**src/rtl/jk_pkg.sv**
```systemverilog
`default_nettype none
// ============================================================================
// Module      : jk_pkg
// Description : Shared types and constants for the JK counter sequencer.
//               - state_t    : controller states (IDLE / RUN / DONE)
//               - JK_*       : two-bit {J,K} excitation codes for one cell
// Revision    : 1.0 - initial release
// ============================================================================
package jk_pkg;

   typedef enum logic [1:0] {
      IDLE = 2'b00,
      RUN  = 2'b01,
      DONE = 2'b10
   } state_t;

   // {J,K} excitation codes applied to a single JK cell
   localparam logic [1:0] JK_HOLD = 2'b00;
   localparam logic [1:0] JK_CLR  = 2'b01;
   localparam logic [1:0] JK_SET  = 2'b10;
   localparam logic [1:0] JK_TGL  = 2'b11;

endpackage : jk_pkg
`default_nettype wire

```
**src/rtl/jk_cell.sv**
```systemverilog
`default_nettype none
// ============================================================================
// Module      : jk_cell
// Description : One behavioural JK flip-flop with synchronous active-high
//               reset.
// Ports       : clk_i - clock (rising edge)
//               rst_i - synchronous active-high reset, clears q_o
//               j_i   - J excitation
//               k_i   - K excitation
//               q_o   - stored bit
// Revision    : 1.0 - initial release
// ============================================================================
module jk_cell
   import jk_pkg::*;
(
   input  logic clk_i,
   input  logic rst_i,
   input  logic j_i,
   input  logic k_i,
   output logic q_o
);

   logic q_q;

   always_ff @(posedge clk_i) begin
      if (rst_i) begin
         q_q <= 1'b0;
      end else begin
         case ({j_i, k_i})
            JK_HOLD: q_q <= q_q;
            JK_CLR:  q_q <= 1'b0;
            JK_SET:  q_q <= 1'b1;
            JK_TGL:  q_q <= ~q_q;
            default: q_q <= q_q;
         endcase
      end
   end

   assign q_o = q_q;

endmodule : jk_cell
`default_nettype wire

```
**src/rtl/jk_count_ctrl.sv**
```systemverilog
`default_nettype none
// ============================================================================
// Module      : jk_count_ctrl
// Description : Sequencer that owns the J/K inputs of a bank of W JK cells.
//               On an accepted start it loads the bank, then counts up or
//               down by toggle excitation until the terminal value is
//               reached (or forever in free-run mode).
// Ports       : Clk      - clock (rising edge)
//               reset    - synchronous active-high reset
//               start    - begin a sequence (IDLE only)
//               dir      - 0 up / 1 down, latched at start
//               free_run - ignore terminal value, latched at start
//               load_val - initial bank value
//               term_val - terminal value, latched at start
//               hold     - pause stepping in RUN
//               abort    - leave RUN without done
//               J, K     - per-bit excitation driven into the bank
//               Q        - bank state
//               busy     - high in RUN and DONE
//               done     - one-cycle pulse in DONE
// Revision    : 1.0 - initial release
// ============================================================================
module jk_count_ctrl
   import jk_pkg::*;
#(
   parameter int unsigned W                = 4,
   parameter bit          FREE_RUN_DEFAULT = 1'b0
)(
   input  logic         Clk,
   input  logic         reset,
   input  logic         start,
   input  logic         dir,
   input  logic         free_run,
   input  logic [W-1:0] load_val,
   input  logic [W-1:0] term_val,
   input  logic         hold,
   input  logic         abort,
   output logic [W-1:0] J,
   output logic [W-1:0] K,
   output logic [W-1:0] Q,
   output logic         busy,
   output logic         done
);

   state_t       state_q, state_d;
   logic         dir_q;
   logic         free_q;
   logic [W-1:0] term_q;
   logic         busy_q;
   logic         done_q;

   logic [W-1:0] tmask;
   logic [W-1:0] jx;
   logic [W-1:0] kx;
   logic [W-1:0] bank_q;

   // Toggle mask: bit i flips when every lower bit is 1 (up) or 0 (down).
   // Wrap-around at all-ones / zero follows naturally from this rule.
   always_comb begin
      logic carry;
      carry = 1'b1;
      tmask = '0;
      for (int i = 0; i < int'(W); i++) begin
         tmask[i] = carry;
         carry    = carry & (dir_q ? ~bank_q[i] : bank_q[i]);
      end
   end

   always_comb begin
      jx      = '0;
      kx      = '0;
      state_d = state_q;
      case (state_q)
         IDLE: begin
            if (start) begin
               jx      = load_val;
               kx      = ~load_val;
               state_d = ((load_val == term_val) && !free_run) ? DONE : RUN;
            end
         end
         RUN: begin
            // abort wins over hold and over termination
            if (abort) begin
               state_d = IDLE;
            end else if (!hold) begin
               jx = tmask;
               kx = tmask;
               if (!free_q && ((bank_q ^ tmask) == term_q)) begin
                  state_d = DONE;
               end
            end
         end
         DONE: begin
            state_d = IDLE;
         end
         default: begin
            state_d = IDLE;
         end
      endcase
      // Keep the bank quiet while reset is asserted
      if (reset) begin
         jx = '0;
         kx = '0;
      end
   end

   always_ff @(posedge Clk) begin
      if (reset) begin
         state_q <= IDLE;
         dir_q   <= 1'b0;
         free_q  <= FREE_RUN_DEFAULT;
         term_q  <= '0;
         busy_q  <= 1'b0;
         done_q  <= 1'b0;
      end else begin
         state_q <= state_d;
         if ((state_q == IDLE) && start) begin
            dir_q  <= dir;
            free_q <= free_run;
            term_q <= term_val;
         end
         busy_q <= (state_d != IDLE);
         done_q <= (state_d == DONE);
      end
   end

   generate
      for (genvar gi = 0; gi < int'(W); gi++) begin : g_cell
         jk_cell u_cell (
            .clk_i (Clk),
            .rst_i (reset),
            .j_i   (jx[gi]),
            .k_i   (kx[gi]),
            .q_o   (bank_q[gi])
         );
      end
   endgenerate

   assign J    = jx;
   assign K    = kx;
   assign Q    = bank_q;
   assign busy = busy_q;
   assign done = done_q;

endmodule : jk_count_ctrl
`default_nettype wire
```
**config.mk**
```make
export PLATFORM = sky130hd
export DESIGN_NAME = jk_count_ctrl
export DESIGN_NICKNAME = d
export VERILOG_FILES = /design/src/rtl/jk_pkg.sv /design/src/rtl/jk_cell.sv /design/src/rtl/jk_count_ctrl.sv
export SDC_FILE = /design/constraint.sdc
export NUM_CORES = 1
export LEC_CHECK = 0
export CORE_MARGIN = 4
export CORE_UTILIZATION = 40
export DETAILED_ROUTE_END_ITERATION = 10
export GPL_ROUTABILITY_DRIVEN = 1
export GPL_TIMING_DRIVEN = 0
export PLACE_DENSITY = 0.82
export SYNTH_ARGS = -nofsm -noshare
export SYNTH_HDL_FRONTEND = slang
export SYNTH_HIERARCHICAL = 1
export SYNTH_SLANG_ARGS = --single-unit
export TNS_END_PERCENT = 50
```
**constraint.sdc**
```tcl
create_clock -name Clk -period 5.8 [get_ports Clk]
set_input_delay 1.16 -clock Clk [delete_from_list [all_inputs] [get_ports Clk]]
set_output_delay 1.16 -clock Clk [all_outputs]
set_load 0.005 [all_outputs]
```
==> run metrics <==
status finished clean; EDFF count, synth 0; clk_lat worst skew 0.29 ns; xor and xnor fraction of the mapped netlist area 14.7%; largest net degree at the start of global routing 11; crit path cell chain clkdlybuf4s50_1 > clkbuf_1 > or2_2 > clkbuf_1 > a21oi_1 > clkdlybuf4s50_1; H-tree lvl count 1; global-route wire length before repair 3090 µm; RSZ-0062 raised after global routing false; layout cells sized above 1 9.09%; Mean Syn Cell Area 7.67 µm²; most frequent cell after synthesis nand2_1; Core ar. 1760 µm²; number of global-route vias before repair 716; Final #Nets 148; # DRC 0; Slew Viols, Final 0; Rows 15; max-cap viol count 0; Synth Area in Simple Gates 29.0%; Clock Skew 0.00975 ns; asr flop ratio synth 0%; vias per inst 5.14; DR vias 807; hold crit path type reg -> reg; Pwr Total 0.239 mW; initial antenna violation count 0; CP Capture Type output pin; largest stage delay on the critical path 0.55 ns; clock root buffer clkbuf_4; post-synth top area share 36.5%; Starting Density 43.5%; top cells by area, synth dfxtp_1 37%, xnor2_1 11%, a21oi_1 11%, nand2_1 9.8%, nor2_1 5.9%; Syn Nets 115; clock sink total 14; main combinational cell family by area after synthesis simple AND/OR/NAND/NOR gates; critical path class in -> out; Least-Margin Pin Slew 0.441 ns; ys flop type dfxtp_1; CTS resizes 0; Worst-path clk slew 0.08 ns; hpwl dp 1600 µm; Worst EP arrival 3.30 ns; VDD IR-drop max 0.000129 V; Yosys top cell by area dfxtp_1; setup ws final 1.34 ns; Post-Synthesis Cells 100; CTS tree built; Setup Viol. Count Final 0; Max Clk Rate 224 MHz; DIE AREA 2680 µm²; gr ovfl total 0; post-synthesis mux area share 0%; routed wire length 2010 µm; Initial DRC Count 20; CTS max path bufs 2; first drt pass iteration count 4; count of final hold-check violations 0; leakage power 0.383 nW; CP max-delay cell clkdlybuf4s50_1; RD Place Congestion 0.843; CP required 4.64 ns; Port Buffers 28; final period utilization 76.8%; # IOs 29; Die X 51.8 µm; Synth-to-Final Area Change 45.4%; FILL cells 173; Antenna Cells 0; hold buffers post-CTS 0; crit path launch type input port; relative slew slack 70.6%; TritonCTS Buffers 3; Tot GR Track Use 15.6%; Die Ht 51.8 µm; Adder-Cell Fraction of Synth Area 0%; Fin Hold WS 0.467 ns; Non-Filler Instances 157; PwrDens 214 nW/µm²; synth unique cells 18; Final TNS setup 0 ns; setup bufs post-CTS 0; share of the yosys chip area belonging to registers 36.5%; critical path peak fanout 10; register bit count reported by yosys 14; Synth top cells by count 20 x nand2_1, 17 x a21oi_1, 14 x dfxtp_1; Final min period 4.46 ns; Routed wire per std cell 12.8 µm; synth warn 6; pre-CTS WS 1.37 ns; post-synthesis compound-gate area fraction 17.8%; Final ANT Viol Nets 0; placed cells 153; Post-Syn Area 767 µm²
==> cell usage in the layout, fill, tap and decap left out, drive strengths merged, types with 2 or more instances in the layout <==
cell type / synthesis / layout
a211oi: 4 / 4
clkbuf: 4 / 8
a21oi: 17 / 17
nand2: 20 / 20
or3: 3 / 3
or4: 2 / 2
dfxtp: 14 / 14
xnor2: 10 / 10
clkdlybuf4s50: 0 / 28
or2: 4 / 4
nand2b: 2 / 2
nor2: 12 / 12
xor2: 2 / 2
o31ai: 2 / 2
==> layout make-up <==
type / count / area, µm² / share of cell area [%]
multi-input cells: 82 / 472 / 42.3
flip-flops and latches: 14 / 280 / 25.1
repair buffers: 28 / 280 / 25.1
clock buffers: 4 / 36.3 / 3.25
well taps: 25 / 31.3 / 2.81
plain buffers: 4 / 15.0 / 1.35
==> critical path: cells and delay by family <==
kind            cells  cell delay, ns
compound gates      1            0.25
simple gates        1            0.33
buf+inv             4            1.55
==> state kept, by name (all words and copies together) (netlist names) <==
register and cells:
g_cell.u_cell/q_o 4, term_q 4, state_q 2, busy 1, dir_q 1, done 1, free_q 1
==> cells by family (layout without fill, tap and decap cells) <==
logic type / Yosys count / after routing
AND/OR/NAND/NOR: 46 / 46
AO/OA/AOI/OAI: 24 / 24
flip-flops: 14 / 14
XOR/XNOR: 12 / 12
buffers and inverters: 4 / 36
==> worst paths after layout <==
path / from / to / slack, ns / cells after the start
max: reset / K[3] / 1.34 / 6
min: free_q / free_q / 0.47 / 2
max reg2reg: g_cell[0].u_cell/q_o / done / 3.74 / 5
min reg2reg: free_q / free_q / 0.47 / 2
==> routing by layer <==
metal  track usage [%]  share of wire [%]
met1              18.6                 45
met2              26.9                 46
met3              4.01                7.2
met4              5.24                1.0
met5                 0                  0
==> power breakdown <==
group | internal [mW] | switching, mW | leakage (nW)
clock | 0.0383 | 0.0353 | 0.0210
sequential | 0.102 | 0.00580 | 0.115
combinational | 0.0323 | 0.0254 | 0.248
==> per-stage QoR <==
step	instance area (µm²)	util (%)
detailed placement	1080	61.1
global placement	1080	61.1
CTS	1110	63.2
global route	1110	63.2
floorplan	767	-
finish	1110	63.2
No activity file was read; power rests on OpenSTA's default activity.
